[src/rtl/memory_bus_arbiter_pkg.sv]
// Shared types and helpers for the byte-serial memory bus arbiter.
package memory_bus_arbiter_pkg;

  typedef enum logic [1:0] {
    IDLE   = 2'd0,
    IFETCH = 2'd1,
    LOAD   = 2'd2,
    STORE  = 2'd3
  } state_t;

  // Access size codes as presented by the load/store buffer
  localparam logic [1:0] SZ_B = 2'd0;
  localparam logic [1:0] SZ_H = 2'd1;
  localparam logic [1:0] SZ_W = 2'd2;

  // Memory-mapped IO page (UART) selected by address bits [IO_HI:IO_LO]
  localparam logic [1:0] IO_PAGE = 2'b11;
  localparam int         IO_HI   = 17;
  localparam int         IO_LO   = 16;

  // Byte counters run 0..4
  localparam int CNT_W = 3;

  // Number of bus bytes for an access size; the illegal code 3 acts as a word
  function automatic logic [CNT_W-1:0] len_from_size(input logic [1:0] size);
    case (size)
      SZ_B:    return 3'd1;
      SZ_H:    return 3'd2;
      SZ_W:    return 3'd4;
      default: return 3'd4;
    endcase
  endfunction

endpackage

[src/rtl/memory_bus_arbiter_byte_assembler.sv]
// Collects read bytes little-endian into a 32-bit word and tracks the next
// byte lane to fill. word_merged already contains the byte being captured,
// so the completing edge can register the full result directly.
module memory_bus_arbiter_byte_assembler
  import memory_bus_arbiter_pkg::*;
(
  input  logic             clk,
  input  logic             rst,
  input  logic             clear,
  input  logic             capture,
  input  logic [7:0]       byte_in,
  output logic [CNT_W-1:0] recv_idx,
  output logic [31:0]      word_merged
);

  logic [31:0]      word_reg;
  logic [CNT_W-1:0] recv_idx_reg;

  // Each lane takes the incoming byte when it is the one being collected
  generate
    for (genvar gi = 0; gi < 4; gi++) begin : g_lane
      assign word_merged[8*gi +: 8] =
        (capture && (recv_idx_reg == CNT_W'(gi))) ? byte_in : word_reg[8*gi +: 8];
    end
  endgenerate

  // Clear zero-fills unused lanes so short loads come out zero-extended
  always_ff @(posedge clk) begin
    if (rst) begin
      word_reg     <= '0;
      recv_idx_reg <= '0;
    end else if (clear) begin
      word_reg     <= '0;
      recv_idx_reg <= '0;
    end else if (capture) begin
      word_reg     <= word_merged;
      recv_idx_reg <= recv_idx_reg + 3'd1;
    end
  end

  assign recv_idx = recv_idx_reg;

endmodule

[src/rtl/memory_bus_arbiter.sv]
// Shares the byte-serial external memory bus between the instruction cache
// and the load/store buffer, splitting each access into byte transactions.
module memory_bus_arbiter
  import memory_bus_arbiter_pkg::*;
#(
  parameter int ADDR_W      = 32,
  parameter int FETCH_BYTES = 4
) (
  input  logic              clk,
  input  logic              rst,
  input  logic              rdy,
  input  logic [7:0]        mem_din,
  output logic [7:0]        mem_dout,
  output logic [ADDR_W-1:0] mem_a,
  output logic              mem_wr,
  input  logic              io_buffer_full,
  input  logic              flush,
  input  logic              icache_req,
  input  logic [ADDR_W-1:0] icache_addr,
  output logic              icache_valid,
  output logic [31:0]       icache_data,
  input  logic              lsb_req,
  input  logic              lsb_wr,
  input  logic [1:0]        lsb_size,
  input  logic [ADDR_W-1:0] lsb_addr,
  input  logic [31:0]       lsb_wdata,
  output logic              lsb_valid,
  output logic [31:0]       lsb_rdata
);

  state_t            state_reg, state_next;
  logic [CNT_W-1:0]  issue_idx_reg, issue_idx_next;
  logic [CNT_W-1:0]  len_reg, len_next;
  logic [ADDR_W-1:0] addr_reg, addr_next;
  logic [31:0]       wdata_reg, wdata_next;
  logic [ADDR_W-1:0] mem_a_reg, mem_a_next;
  logic [7:0]        mem_dout_reg, mem_dout_next;
  logic              wr_reg, wr_next;
  logic              icache_valid_reg, icache_valid_next;
  logic              lsb_valid_reg, lsb_valid_next;
  logic [31:0]       icache_data_reg, icache_data_next;
  logic [31:0]       lsb_rdata_reg, lsb_rdata_next;
  logic              frozen_reg;

  logic              asm_clear, asm_capture;
  logic [CNT_W-1:0]  recv_idx;
  logic [31:0]       word_merged;

  logic              io_store, store_ok, load_ok, fetch_ok;

  assign io_store = (lsb_addr[IO_HI:IO_LO] == IO_PAGE);
  // Stores are committed work and survive a flush; speculative reads do not
  assign store_ok = lsb_req && lsb_wr && !(io_store && io_buffer_full);
  assign load_ok  = lsb_req && !lsb_wr && !flush;
  assign fetch_ok = icache_req && !flush;

  memory_bus_arbiter_byte_assembler u_asm (
    .clk         (clk),
    .rst         (rst),
    .clear       (asm_clear & rdy),
    .capture     (asm_capture & rdy),
    .byte_in     (mem_din),
    .recv_idx    (recv_idx),
    .word_merged (word_merged)
  );

  // Remembers that the previous edge was frozen so the read in flight is redone
  always_ff @(posedge clk) begin
    if (rst) frozen_reg <= 1'b0;
    else     frozen_reg <= !rdy;
  end

  // State and bus registers; everything holds while rdy is low
  always_ff @(posedge clk) begin
    if (rst) begin
      state_reg        <= IDLE;
      issue_idx_reg    <= '0;
      len_reg          <= '0;
      addr_reg         <= '0;
      wdata_reg        <= '0;
      mem_a_reg        <= '0;
      mem_dout_reg     <= '0;
      wr_reg           <= 1'b0;
      icache_valid_reg <= 1'b0;
      lsb_valid_reg    <= 1'b0;
      icache_data_reg  <= '0;
      lsb_rdata_reg    <= '0;
    end else if (rdy) begin
      state_reg        <= state_next;
      issue_idx_reg    <= issue_idx_next;
      len_reg          <= len_next;
      addr_reg         <= addr_next;
      wdata_reg        <= wdata_next;
      mem_a_reg        <= mem_a_next;
      mem_dout_reg     <= mem_dout_next;
      wr_reg           <= wr_next;
      icache_valid_reg <= icache_valid_next;
      lsb_valid_reg    <= lsb_valid_next;
      icache_data_reg  <= icache_data_next;
      lsb_rdata_reg    <= lsb_rdata_next;
    end
  end

  // Arbitration and byte sequencing
  always_comb begin
    state_next        = state_reg;
    issue_idx_next    = issue_idx_reg;
    len_next          = len_reg;
    addr_next         = addr_reg;
    wdata_next        = wdata_reg;
    mem_a_next        = mem_a_reg;
    mem_dout_next     = mem_dout_reg;
    wr_next           = wr_reg;
    icache_valid_next = 1'b0;
    lsb_valid_next    = 1'b0;
    icache_data_next  = icache_data_reg;
    lsb_rdata_next    = lsb_rdata_reg;
    asm_clear         = 1'b0;
    asm_capture       = 1'b0;

    case (state_reg)
      IDLE: begin
        mem_a_next     = '0;
        wr_next        = 1'b0;
        issue_idx_next = '0;
        if (store_ok) begin
          state_next     = STORE;
          len_next       = io_store ? 3'd1 : len_from_size(lsb_size);
          addr_next      = lsb_addr;
          wdata_next     = lsb_wdata;
          mem_a_next     = lsb_addr;
          mem_dout_next  = lsb_wdata[7:0];
          wr_next        = 1'b1;
          issue_idx_next = 3'd1;
        end else if (load_ok) begin
          state_next     = LOAD;
          len_next       = len_from_size(lsb_size);
          addr_next      = lsb_addr;
          mem_a_next     = lsb_addr;
          issue_idx_next = 3'd1;
          asm_clear      = 1'b1;
        end else if (fetch_ok) begin
          state_next     = IFETCH;
          len_next       = CNT_W'(FETCH_BYTES);
          addr_next      = icache_addr;
          mem_a_next     = icache_addr;
          issue_idx_next = 3'd1;
          asm_clear      = 1'b1;
        end
      end

      IFETCH, LOAD: begin
        if (flush) begin
          state_next     = IDLE;
          mem_a_next     = '0;
          issue_idx_next = '0;
          asm_clear      = 1'b1;
        end else if (frozen_reg) begin
          // Byte on mem_din may belong to a stale address: re-address it
          mem_a_next     = addr_reg + ADDR_W'(recv_idx);
          issue_idx_next = recv_idx + 3'd1;
        end else begin
          asm_capture = 1'b1;
          if (recv_idx == len_reg - 3'd1) begin
            state_next     = IDLE;
            mem_a_next     = '0;
            issue_idx_next = '0;
            asm_clear      = 1'b1;
            if (state_reg == IFETCH) begin
              icache_valid_next = 1'b1;
              icache_data_next  = word_merged;
            end else begin
              lsb_valid_next = 1'b1;
              lsb_rdata_next = word_merged;
            end
          end else if (issue_idx_reg < len_reg) begin
            mem_a_next     = addr_reg + ADDR_W'(issue_idx_reg);
            issue_idx_next = issue_idx_reg + 3'd1;
          end
        end
      end

      STORE: begin
        if (issue_idx_reg < len_reg) begin
          mem_a_next     = addr_reg + ADDR_W'(issue_idx_reg);
          mem_dout_next  = wdata_reg[{issue_idx_reg[1:0], 3'b000} +: 8];
          wr_next        = 1'b1;
          issue_idx_next = issue_idx_reg + 3'd1;
        end else begin
          state_next     = IDLE;
          mem_a_next     = '0;
          wr_next        = 1'b0;
          issue_idx_next = '0;
          lsb_valid_next = 1'b1;
        end
      end

      default: state_next = IDLE;
    endcase
  end

  assign mem_a        = mem_a_reg;
  assign mem_dout     = mem_dout_reg;
  // Masking with rdy keeps a frozen write from repeating on the bus
  assign mem_wr       = wr_reg & rdy;
  assign icache_valid = icache_valid_reg;
  assign icache_data  = icache_data_reg;
  assign lsb_valid    = lsb_valid_reg;
  assign lsb_rdata    = lsb_rdata_reg;

endmodule

[config.mk]
export PLATFORM = sky130hd
export DESIGN_NAME = memory_bus_arbiter
export DESIGN_NICKNAME = d
export VERILOG_FILES = /design/src/rtl/memory_bus_arbiter_pkg.sv /design/src/rtl/memory_bus_arbiter_byte_assembler.sv /design/src/rtl/memory_bus_arbiter.sv
export SDC_FILE = /design/constraint.sdc
export NUM_CORES = 1
export LEC_CHECK = 0
export CAP_MARGIN = 20
export CORE_MARGIN = 2
export CORE_UTILIZATION = 45
export DETAILED_ROUTE_END_ITERATION = 16
export GPL_ROUTABILITY_DRIVEN = 0
export PLACE_DENSITY_LB_ADDON = 0.1
export SYNTH_ARGS = -nofsm -noshare
export SYNTH_HDL_FRONTEND = slang
export SYNTH_SLANG_ARGS = --single-unit
[constraint.sdc]
create_clock -name clk -period 3.2 [get_ports clk]
set_input_delay 0.96 -clock clk [delete_from_list [all_inputs] [get_ports clk]]
set_output_delay 0.96 -clock clk [all_outputs]
set_load 0.1 [all_outputs]
==> impl_summary.txt <==
----------------------------------------------------
[STA]
  Final Hold Slack ... 0.454 ns
  Unrepaired setup endpoints after global routing ... false
  Final hold viol count ... 0
  Final period utilization ... 91.5%
  Final min period ... around 2.9 ns
  Final setup skew ... around 0.011 ns
  Summed negative setup slack over all endpoints ... 0 ns
  Final setup violation count ... 0
  Max_slew headroom ... around half
  Max Clock Freq ... 342 MHz
  Worst-Margin Slew ... 0.725 ns
  Number of pins with negative max-slew slack in the final report ... 0

[GRT]
  Largest net degree at the start of global routing ... around 70
  First-pass GRT wire length ... 50300 µm
  Overflow left after global routing ... 0
  Antenna violations before repair ... 1
  Global-route usage over all layers ... between 20 and 30%
  Vias in the first global route ... roughly 9400

[Worst setup path]
  Kind of critical path ... flop to flop
  Type of destination of the critical path ... flop
  Crit path DAT ... roughly 3.3 ns
  Register-to-Register Setup Slack ... 0.27 ns
  Sum of buffers and inverters on the critical path ... 1
  Maximum fanout along the worst path ... 8
  Startpoint Class ... flop
  Highest-delay cell along the critical path ... nor2_1
  Kind of cell adding the most delay to the critical path ... simple AND/OR/NAND/NOR gates
  Required time at the endpoint of the critical path ... between 3 and 4 ns
  Crit-path max cell delay ... about 0.53 ns
  Ordered list of cells on the worst path ... ha_1 -> inv_1 -> fa_1 -> nor2b_1 -> o21ai_1 -> nor2_1 -> nand3_1 -> xnor2_1 -> a221oi_1 -> nor3_1

[Drt]
  Iter 0 DRT Violations ... ~900
  Via-per-instance ratio ... approximately 5.7
  Detailed-route wire length ... around 32000 µm
  DRC violations left ... 0
  Post-DR wirelength/cell ... 18.2 µm
  Total via count after detailed routing ... 10100
  Post-detailed-route count of antenna-violating nets ... 0
  Number of detailed-route iterations in the first pass ... 7

[Layout]
  Area growth syn-to-layout ... 30.8%
  Number of nets in the layout ... 1593
  Number of non-filler instances in the completed layout ... 1758
  Utilization of the core after routing ... between 50 and 60%
  Share of post-route cells with drive strength above 1 ... between 10% and 20%
  Number of filler cells placed in the layout ... between 2000 and 2500
  Finished layout cell area ... between 10000 and 15000 µm²

[CTS]
  Hold buffer count at CTS ... 0
  CTS H-tree lvls ... 1
  Post-CTS resize count ... 0
  Worst skew pair latency ... between 0.5 and 0.6 ns
  CTS clock-pin slew for the worst setup and hold paths ... 0.06 ns
  Number of buffers on the longest clock path ... 3
  CTS buffer count ... 24
  CTS Root Buffer Type ... clkbuf_16
  Total clock sinks ... 215
  Clock tree from TritonCTS ... yes
  Buffer count from post-CTS setup fixing ... 0

[Floorplanning]
  Core footprint ... between 20000 and 25000 µm²
  Chip Width ... about 160 µm
  Row count ... 55
  I/O pin count ... approximately 220
  Die area ... between 20000 and 25000 µm²
  Floorplan die height ... 156 µm
  Initial standard-cell utilization of the core ... 45.8%

[Logic synthesis]
  Most frequent cells after synthesis ... dfxtp_1 (215), nand2_1 (188), nor2_1 (186), a21oi_1 (108), a211oi_1 (105)
  Mean area per synthesized cell ... 8.24 µm²
  Area contributors post-synth ... dfxtp_1 (42%), a211oi_1 (7.6%), nand2_1 (6.8%)
  Most common cell in the netlist ... dfxtp_1
  Count of cell types in the netlist ... 76
  EDFF count, synth ... 0
  Prevailing post-synth register cell ... dfxtp_1
  Number of synthesis warnings ... 0
  Number of synthesized register bits ... 215
  Dominant cell type by area after synthesis ... dfxtp_1
  Area share of the largest cell type after synthesis ... between 40% and 50%
  Asr flop ratio synth ... 0%
  Cells after synthesis ... 1255
  Net count after synthesis ... between 1000 and 1500
  Portion of the post-synthesis area used by sequential elements ... between 40% and 50%
  Total standard cell area after synthesis ... between 10000 and 15000 µm²

[Placement]
  Dpl cells ... roughly 1700
  Port Buffers ... 220
  Post-detail-place hpwl ... between 20000 and 25000 µm
  Placed standard-cell area ... ~13000 µm²

[Pwr]
  Peak ir drop on the vdd network ... ~0.00029 V
  Cell Pwr Density ... 516 nW/µm²
  Leakage power summed over all cells ... roughly 5.2 nW

[Outcome]
  Result of the run ... finished clean

[Min path]
  Worst min path class ... flop to flop

[Job]
  Max-capacitance violation count ... 0

----------------------------------------------------
where the power goes:
group | internal (mW) | total, mW | switching, mW
combinational | 0.494 | 1.43 | 0.939
sequential | 2.80 | 2.93 | 0.129
clock | 1.53 | 2.62 | 1.09
final timing paths:
check | startpoint | endpoint | depth (start not counted)
hold / removal | wdata_reg[29]$_SDFFE_PP0P_ | wdata_reg[29]$_SDFFE_PP0P_ | 2
hold reg to reg | wdata_reg[29]$_SDFFE_PP0P_ | wdata_reg[29]$_SDFFE_PP0P_ | 2
setup / recovery | addr_reg[0]$_SDFFE_PP0P_ | mem_a[24]$_SDFFE_PP0P_ | 10
setup reg to reg | addr_reg[0]$_SDFFE_PP0P_ | mem_a[24]$_SDFFE_PP0P_ | 10
cell usage in the layout, fill, tap and decap left out, types with 5 or more instances in the layout:
cell	count
dfxtp_1	215
nand2_1	188
nor2_1	185
buf_4	147
clkdlybuf4s50_1	112
a21oi_1	107
a211oi_1	105
mux2i_1	43
nand3_1	33
clkbuf_16	24
o21ai_0	20
inv_1	18
nor3_1	18
ha_1	18
nand4_1	17
xnor2_1	15
a311oi_1	13
a221oi_1	12
a31oi_1	12
and3_1	11
buf_12	11
and2_1	10
mux4_2	8
o21ai_1	7
clkbuf_8	7
nor2b_1	6
a22oi_1	6
and4_1	5
xor2_1	5
clkbuf_1	5
kinds of logic after synthesis:
kind of cell | after synthesis | share of synthesized area [%]
AO/OA/AOI/OAI | 342 | 22.8
XOR/XNOR | 21 | 1.94
adder cells (fa/ha/maj) | 20 | 2.56
buffers and inverters | 110 | 4.26
flip-flops | 215 | 41.6
multiplexers | 52 | 6.01
AND/OR/NAND/NOR | 495 | 20.8
worst reg2reg max path, cell delays in order, from the launching register on:
cell,delay [ns]
dfxtp_1,0.38
ha_1,0.18
inv_1,0.05
fa_1,0.40
nor2b_1,0.26
o21ai_1,0.23
nor2_1,0.53
nand3_1,0.17
xnor2_1,0.16
a221oi_1,0.35
nor3_1,0.09
metrics by stage:
| step | power [mW] | setup slack, ns |
|---|---|---|
| final | 6.98 | 0.272 |
| after CTS | 7.01 | 0.340 |
| after global placement | 4.40 | 0.124 |
| after detailed placement | 4.40 | 0.107 |
| after global routing | 7.22 | 0.0603 |
| after floorplan | 3.89 | 0.229 |
area by class of cell:
cell class / count / area (µm²) / share of cell area [%]
Inverter: 18 / 67.6 / 0.499
Tap cell: 285 / 357 / 2.63
Sequential cell: 215 / 4300 / 31.8
Clock buffer: 36 / 716 / 5.29
Multi-Input combinational cell: 930 / 5610 / 41.5
Clock inverter: 3 / 30.0 / 0.222
Antenna cell: 1 / 2.50 / 0.0185
Timing Repair Buffer: 270 / 2440 / 18.1
metal layers:
layer	track usage [%]	share of wire, %
met5	0	0
met1	38.0	47
met2	38.4	42
met3	4.17	7.9
met4	7.16	2.4
Note: power is estimated with default switching activity, not from simulation.
